<file path="src/rtl/la_pattern_gen.sv">
// Test-pattern source for the logic-analyser capture path: divides sys_clk into data_clk
// and steps a DATA_W-bit pattern (rotate / LFSR / counter / walking-one) once per period.
module la_pattern_gen #(
    parameter int                DATA_W  = 8,
    parameter int                DIV_W   = 32,
    parameter logic [DIV_W-1:0]  DIV_DEF = DIV_W'(1000),
    parameter logic [DATA_W-1:0] SEED    = DATA_W'(8'h88),
    parameter logic [DATA_W-1:0] TAPS    = DATA_W'(8'hB8)
) (
    input  logic              sys_clk,
    input  logic              sys_rst,
    input  logic              en,
    input  logic [1:0]        mode,
    input  logic [DIV_W-1:0]  div_val,
    input  logic              seed_load,
    input  logic [DATA_W-1:0] seed,
    output logic              data_clk,
    output logic              data_valid,
    output logic [DATA_W-1:0] test_data
);

    typedef enum logic [1:0] {
        MODE_ROT  = 2'd0,
        MODE_LFSR = 2'd1,
        MODE_CNT  = 2'd2,
        MODE_WALK = 2'd3
    } mode_e;

    logic [DIV_W-1:0] cnt;
    logic [DIV_W-1:0] p_act;

    logic cnt_wrap;
    logic cnt_half;
    logic cnt_upd;

    assign cnt_wrap = (cnt == p_act);
    assign cnt_half = (cnt == (p_act >> 1));
    assign cnt_upd  = (cnt == (p_act - DIV_W'(1)));

    // Terminal counts below 2 would collapse the half/update/wrap points onto each other.
    function automatic logic [DIV_W-1:0] clamp_div(input logic [DIV_W-1:0] v);
        return (v < DIV_W'(2)) ? DIV_W'(2) : v;
    endfunction

    function automatic logic [DATA_W-1:0] next_pat(input logic [DATA_W-1:0] d,
                                                   input logic [1:0]        m);
        logic [DATA_W-1:0] r;
        logic              one_hot;
        one_hot = (d != '0) && ((d & (d - DATA_W'(1))) == '0);
        case (mode_e'(m))
            MODE_ROT:  r = {d[DATA_W-2:0], d[DATA_W-1]};
            MODE_LFSR: r = (d == '0) ? DATA_W'(1) : {d[DATA_W-2:0], ^(d & TAPS)};
            MODE_CNT:  r = d + DATA_W'(1);
            default:   r = (one_hot && !d[DATA_W-1]) ? (d << 1) : DATA_W'(1);
        endcase
        return r;
    endfunction

    always_ff @(posedge sys_clk or posedge sys_rst) begin
        if (sys_rst) begin
            cnt        <= '0;
            p_act      <= DIV_DEF;
            data_clk   <= 1'b1;
            data_valid <= 1'b0;
            test_data  <= SEED;
        end else if (seed_load) begin
            cnt        <= '0;
            p_act      <= clamp_div(div_val);
            data_clk   <= 1'b1;
            data_valid <= 1'b0;
            test_data  <= seed;
        end else if (!en) begin
            data_valid <= 1'b0;
        end else begin
            data_valid <= cnt_upd;
            if (cnt_upd)
                test_data <= next_pat(test_data, mode);
            if (cnt_half)
                data_clk <= 1'b0;
            // div_val is only sampled at the wrap so a period never changes length mid-flight.
            if (cnt_wrap) begin
                cnt      <= '0;
                p_act    <= clamp_div(div_val);
                data_clk <= 1'b1;
            end else begin
                cnt <= cnt + DIV_W'(1);
            end
        end
    end

endmodule

</file>
<file path="config.mk">
export PLATFORM = sky130hd
export DESIGN_NAME = la_pattern_gen
export DESIGN_NICKNAME = d
export VERILOG_FILES = /design/src/rtl/la_pattern_gen.sv
export SDC_FILE = /design/constraint.sdc
export NUM_CORES = 1
export LEC_CHECK = 0
export ABC_AREA = 1
export BUFFER_PORTS_ARGS = -buffer_cell sky130_fd_sc_hd__buf_4
export CAP_MARGIN = 15
export CORE_MARGIN = 1
export CORE_UTILIZATION = 53
export CTS_CLUSTER_SIZE = 28
export DETAILED_ROUTE_END_ITERATION = 10
export PLACE_DENSITY = 0.73
export SYNTH_ARGS = -nofsm -noshare
export SYNTH_HDL_FRONTEND = slang
export SYNTH_SLANG_ARGS = --single-unit
</file>
<file path="constraint.sdc">
create_clock -name sys_clk -period 4.9 [get_ports sys_clk]
set_clock_uncertainty 0.1 [all_clocks]
set_input_delay 0.245 -clock sys_clk [delete_from_list [all_inputs] [get_ports sys_clk]]
set_output_delay 0.245 -clock sys_clk [all_outputs]
set_load 0.02 [all_outputs]
</file>
==> flow_summary_export.csv, run 1 <==
group,metric,value,unit
clocking,cts_tree,"yes",
layout,antenna_cells,0,
timing,fmax,0.3653,GHz
placed_design,place_ws,2.182,ns
layout,areaGrowthSynthToFinish,11.09,%
yosys,avgSynthCellArea,6.504,um2
critical_path,critPathLaunchType,"flop",
timing,fin_crit,2.737,ns
routing,drc,0,
timing,maxSlewViolCount,0,
routing,dr_total_vias,6391,
run_status,status,"finished, final reports clean",
placed_design,io_buffers,55,
yosys,yosysMostFrequentCell,"nand2_1",
layout,final_cells,1136,
critical_path,regToRegEndpoint,"cnt[3]",
die,io_pins,56,
grt,grt_pass1_wl,30.92,mm
clocking,cts_root_buf,"clkbuf_16",
routing,wl_per_cell,16.49,um
routing,drt-total-wl,18.74,mm
clocking,cts_buffer_depth,2,
critical_path,r2r-start,"p_act[3]",
grt,grt.overflow.total,0,
critical_path,crit_arrival,2.88,ns
hold_path,hp-start,"div_val[9]",
run,cap_violations,0,
clocking,post_cts_buffers,0,
yosys,syn_inst,959,
critical_path,critical-path-top-delay-family,"simple AND/OR/NAND/NOR gates",
timing,fin_tns_setup,0,ns
grt,grt.met3_usage,6.970,%
grt,gr-usage-met2,51.14,%
grt,grt_max_degree,50,
critical_path,worst-path-max-fanout,47,
layout,layout.nets,1041,
timing,rsz0062_at_grt,"no",
critical_path,r2r_slack,2.16,ns
clocking,cts_buffers,9,
grt,grtUsageTotal,32.04,%
routing,dr.first_iter.drc_count,581,
die,die_h,110.5,um
critical_path,critPathCaptureType,"flop",
critical_path,crit_type,"flop to flop",
yosys,synth_ff_type,"dfrtp_1",
grt,grt.met1_usage,41.63,%
critical_path,slowest_stage,"dfstp_2",
yosys,ys_seq_area_share,29.87,%
critical_path,cpPeakStageDelay,0.68,ns
routing,ant_nets,0,
yosys,synth_warnings,0,
layout,finalInstanceArea,6929,um2
clocking,clock-sinks,74,
yosys,ys_ff_latch,74,
critical_path,crit_end,"cnt[3]",
yosys,ys_types,40,
clocking,clkLatencyLatePin,0.35,ns
die,initial_core_util,54.39,%
critical_path,crit_path_frequent_cell,"nand2_1",
yosys,netlist.area_leader.share,26.08,%
grt,grt_pass1_vias,6024,
yosys,synth_edf_count,0,
die,rows,39,
critical_path,startpoint,"p_act[3]",
clocking,cts_htree_levels,3,
power,leakage,0.003416,uW
routing,via_per_inst,5.626,
power,powerDensity,270.3,nW/um2
placed_design,placed_area,6621,um2
critical_path,path_cells,"inv_2, nand2_1, nand2_1, nor4_1, nand2_1, nor2_1, nand2_1, nand2_2, nand2_2, and3_1",
yosys,yosysTopAreaCell,"dfrtp_1",
timing,finalCritPeriodShare,55.86,%
timing,holdWs,0.03426,ns
placed_design,place_inst,1119,
yosys,yosys-top-cells-area,"dfrtp_1 (26%), nand2_1 (18%), xor2_1 (8.0%)",
timing,relSlewSlack,42.05,%
die,dieArea,12210,um2
yosys,synth_fp_nets,1012,
critical_path,cp.required,5.04,ns
routing,drt-pass1-iter-count,5,
timing,worstMarginPinSlew,0.8662,ns
yosys,synth_async_sr_flop_share,100.0,%
hold_path,min_path_type,"primary input to flop",
layout,nFillCells,1127,
clocking,cts.repair.resized,0,
placed_design,dp_hpwl,14.60,mm
critical_path,critical_path_buf_inv_count,1,
die,die_x,110.5,um
grt,grt_busiest_layer,"met2",
yosys,syn_area,6237,um2
layout,drive_gt1_share,12.89,%
timing,setup_viol_count_final,0,
critical_path,r2r_cells,10,
placed_design,gp_congestion,0.9768,
timing,finalHoldViolCount,0,
power,ir_worst_vdd,0.0002889,V
timing,fin_ws,2.163,ns
die,core_area,11470,um2
critical_path,worstSetupPathDepth,10,
grt,antenna_found_initial,0,
yosys,synthTopCellsByCount,"nand2_1 (302), nor2_1 (112), inv_1 (80), nand3_1 (76), dfrtp_1 (65)",
clocking,clk_pin_slew,0.06,ns
stage by stage:
step | power [uW] | utilization [%]
CTS | 1873 | 60.43
global placement | 1191 | 57.74
detailed placement | 1194 | 57.74
floorplan | 1051 | -
global route | 1965 | 60.43
finish | 1873 | 60.43
how the worst min path moves through the flow:
stage | to | cells past startpoint
4_1_cts | p_act[9] | 3
2_1_floorplan | p_act[3] | 2
3_3_place_gp | cnt[6] | 2
5_1_grt | p_act[8] | 3
3_5_place_dp | cnt[6] | 2
6_report | p_act[9] | 3
worst reg2reg max path, stage by stage (launching register included):
cell	delay [ns]
dfstp_2	0.68
inv_2	0.06
nand2_1	0.06
nand2_1	0.08
nor4_1	0.31
nand2_1	0.09
nor2_1	0.12
nand2_1	0.13
nand2_2	0.10
nand2_2	0.51
and3_1	0.39
final cells by class:
class                   count  area, um2  share of cell area (%)
clock buffers              12      246.5                   3.557
multi-input cells         754       3802                   54.88
repair buffers             60      452.9                   6.537
inverters                  89      334.1                   4.821
well taps                 143      178.9                   2.582
flip-flops and latches     74       1863                   26.89
clock inverters             4      51.30                  0.7403
timing repair:
action / 4_1_cts / 5_1_grt
hold buffers: 1 / 0
endpoints found under the setup margin: 0 / 0
endpoints found under the hold margin: 17 / 0
cell usage in the layout, fill, tap and decap left out, drive strengths merged, types with 2 or more instances in the layout:
| cell type | count |
|---|---|
| nor2 | 131 |
| xnor2 | 14 |
| and2 | 4 |
| clkbuf | 12 |
| nor4 | 27 |
| nand3b | 9 |
| nand4 | 26 |
| ha | 7 |
| o22ai | 5 |
| inv | 89 |
| buf | 59 |
| a21oi | 15 |
| xor2 | 57 |
| nor3 | 16 |
| dfstp | 9 |
| nand2 | 311 |
| or2 | 4 |
| o21ai | 41 |
| dfrtp | 65 |
| and3 | 4 |
| nand3 | 77 |
| clkinv | 2 |
sequential cells by signal (all words and copies together) (netlist names):
register    cells
test_data       8
cnt            32
p_act          32
data_valid      1
data_clk        1
where the power goes:
group	switching [uW]	internal, uW
logic	276	166
clock network	272	409
registers	92.1	658
total	640	1230
metal layers:
layer  wire (um)  part of all wire [%]
met5           0                     0
met2        8477                    45
met3        1391                   7.4
met4         640                   3.4
met1        8228                    44
logic make-up (layout without fill, tap and decap cells):
kind of cell,Yosys count,after routing,synth area share (%)
XOR/XNOR,71,71,10.09
AND/OR/NAND/NOR,610,610,43.83
AO/OA/AOI/OAI,66,66,5.637
flip-flops,74,74,29.87
adder cells (fa/ha/maj),7,7,1.404
buffers and inverters,131,165,9.168
Power figures use the tool's default switching activity.
==> run 2: changes to the inputs <==
--- a/config.mk
+++ b/config.mk
@@ -12,7 +12,7 @@
 export CORE_UTILIZATION = 53
 export CTS_CLUSTER_SIZE = 28
 export DETAILED_ROUTE_END_ITERATION = 10
-export PLACE_DENSITY = 0.73
+export PLACE_DENSITY = 0.76
 export SYNTH_ARGS = -nofsm -noshare
 export SYNTH_HDL_FRONTEND = slang
 export SYNTH_SLANG_ARGS = --single-unit
==> constraint.sdc (replaced) <==
create_clock -name sys_clk -period 2.4 [get_ports sys_clk]
set_clock_uncertainty 0.1 [all_clocks]
set_input_delay 0.12 -clock sys_clk [delete_from_list [all_inputs] [get_ports sys_clk]]
set_output_delay 0.12 -clock sys_clk [all_outputs]
set_load 0.02 [all_outputs]
==> flow_summary_export.csv, run 2 (synthesis results as in run 1) <==
group,metric,value,unit
run_status,status,"finished, final reports clean",
routing,ant_nets,0,
grt,grt.met1_usage,45.99,%
grt,grt_pass1_wl,33.51,mm
die,die_h,110.5,um
critical_path,r2r-start,"p_act[0]",
clocking,cts_htree_levels,3,
layout,antenna_cells,0,
critical_path,crit_arrival,2.50,ns
grt,grtUsageTotal,35.23,%
grt,grt_max_degree,75,
timing,relSlewSlack,56.89,%
grt,grt_pass1_vias,6421,
layout,top_regs,"cnt x32, p_act x32, test_data x8",
routing,drt-pass1-iter-count,5,
critical_path,r2r_slack,0.09,ns
die,die_x,110.5,um
run,cap_violations,0,
die,core_area,11470,um2
timing,finalHoldViolCount,0,
clocking,cts_root_buf,"clkbuf_16",
layout,layout_common_cells,"nand2_1 (298), nor2_1 (107), buf_4 (93)",
layout,layout.nets,1118,
timing,maxSlewViolCount,0,
grt,grt_busiest_layer,"met2",
timing,finalCritPeriodShare,96.24,%
placed_design,dp_hpwl,15.43,mm
critical_path,startpoint,"p_act[0]",
critical_path,crit_type,"flop to flop",
routing,drc,0,
hold_path,hp-start,"seed[3]",
clocking,clock-sinks,74,
timing,fin_crit,2.310,ns
timing,holdWs,0.02790,ns
critical_path,critPathLaunchType,"flop",
hold_path,holdPathEnd,"test_data[3]",
critical_path,worst-path-max-fanout,18,
routing,drt-total-wl,21.06,mm
layout,final_cells,1213,
critical_path,cp.required,2.59,ns
die,dieArea,12210,um2
timing,setup_viol_count_final,0,
routing,dr_total_vias,6806,
routing,dr.first_iter.drc_count,798,
critical_path,regToRegEndpoint,"p_act[31]",
critical_path,r2r_cells,11,
die,initial_core_util,54.39,%
placed_design,gp_congestion,0.9722,
timing,rsz0062_at_grt,"yes",
timing,worstMarginPinSlew,0.6407,ns
die,io_pins,56,
routing,wl_per_cell,17.36,um
grt,gr-usage-met2,57.06,%
layout,final_util,68.05,%
grt,grt.met3_usage,7.190,%
layout,final_common_cell,"nand2_1",
clocking,clkLatencyLatePin,0.35,ns
clocking,clk_pin_slew,0.06,ns
routing,via_per_inst,5.611,
die,rows,39,
timing,fmax,0.4329,GHz
critical_path,critPathCaptureType,"flop",
timing,fin_tns_setup,0,ns
clocking,cts_tree,"yes",
power,powerDensity,546.4,nW/um2
grt,antenna_found_initial,0,
clocking,cts_buffers,9,
placed_design,placed_area,6894,um2
clocking,cts_buffer_depth,2,
power,ir_worst_vdd,0.0006149,V
power,leakage,0.003825,uW
grt,grt.overflow.total,0,
placed_design,io_buffers,55,
hold_path,min_path_type,"primary input to flop",
placed_design,place_inst,1152,
layout,drive_gt1_share,17.38,%
layout,finalInstanceArea,7804,um2
hold_path,whs_path_depth,5,
layout,areaGrowthSynthToFinish,25.12,%
-- run 2: layer usage --
layer  vias up  wire, um  share of wire [%]
met4         0       771                3.7
met5         -         0                  0
met1      3116      8930                 42
met2       347      9693                 46
met3        55      1663                7.9
li1       3288         -                  -
-- run 2: stage by stage --
step | setup slack [ns] | total power [uW]
after floorplan | 0.3133 | 2146
after global placement | 0.001047 | 2468
after CTS | 0.01027 | 4201
after global routing | -0.005246 | 4448
after detailed placement | -0.02154 | 2477
final | 0.09025 | 4264
-- run 2: how the worst max path moves through the flow --
stage / endpoint / slack, ns / cells after the start
after global routing: test_data[7] / -0.005 / 13
after global placement: test_data[0] / 0.001 / 14
final: p_act[31] / 0.09 / 11
after CTS: test_data[5] / 0.01 / 14
after detailed placement: test_data[1] / -0.02 / 14
after floorplan: cnt[0] / 0.31 / 1
-- run 2: where the power goes --
| part | switching (uW) | total (uW) | leakage, uW | internal [uW] |
|---|---|---|---|---|
| clock | 553 | 1670 | 0.000176 | 1120 |
| combinational | 641 | 1070 | 0.00271 | 432 |
| sequential | 175 | 1520 | 0.000943 | 1350 |
| total | 1370 | 4260 | 0.00383 | 2900 |
-- run 2: area by class of cell --
type                    instances  area (um2)
fillers                      1016        3664
inverters                      89       334.1
multi-input cells             755        3914
repair buffers                136        1149
clock inverters                 6       130.1
clock buffers                  10       229.0
flip-flops and latches         74        1869
well taps                     143       178.9
-- run 2: repair_timing --
action                     4_1_cts  5_1_grt
hold buffers                    41        0
setup buffers                    0        3
pin swaps                        1        9
setup endpoints to repair        8       32
gates cloned                     0        1
hold endpoints to repair       105        0
gates resized for setup          1       29
-- run 2: worst max-delay path, stage by stage (launching register included) --
cell     delay, ns
dfrtp_1       0.40
buf_4         0.16
xnor2_1       0.19
nand3_1       0.13
nor2_1        0.15
nand4_1       0.11
nor3_1        0.22
nand2_1       0.17
nand2_2       0.13
buf_4         0.24
nand3_1       0.15
nand2_1       0.10
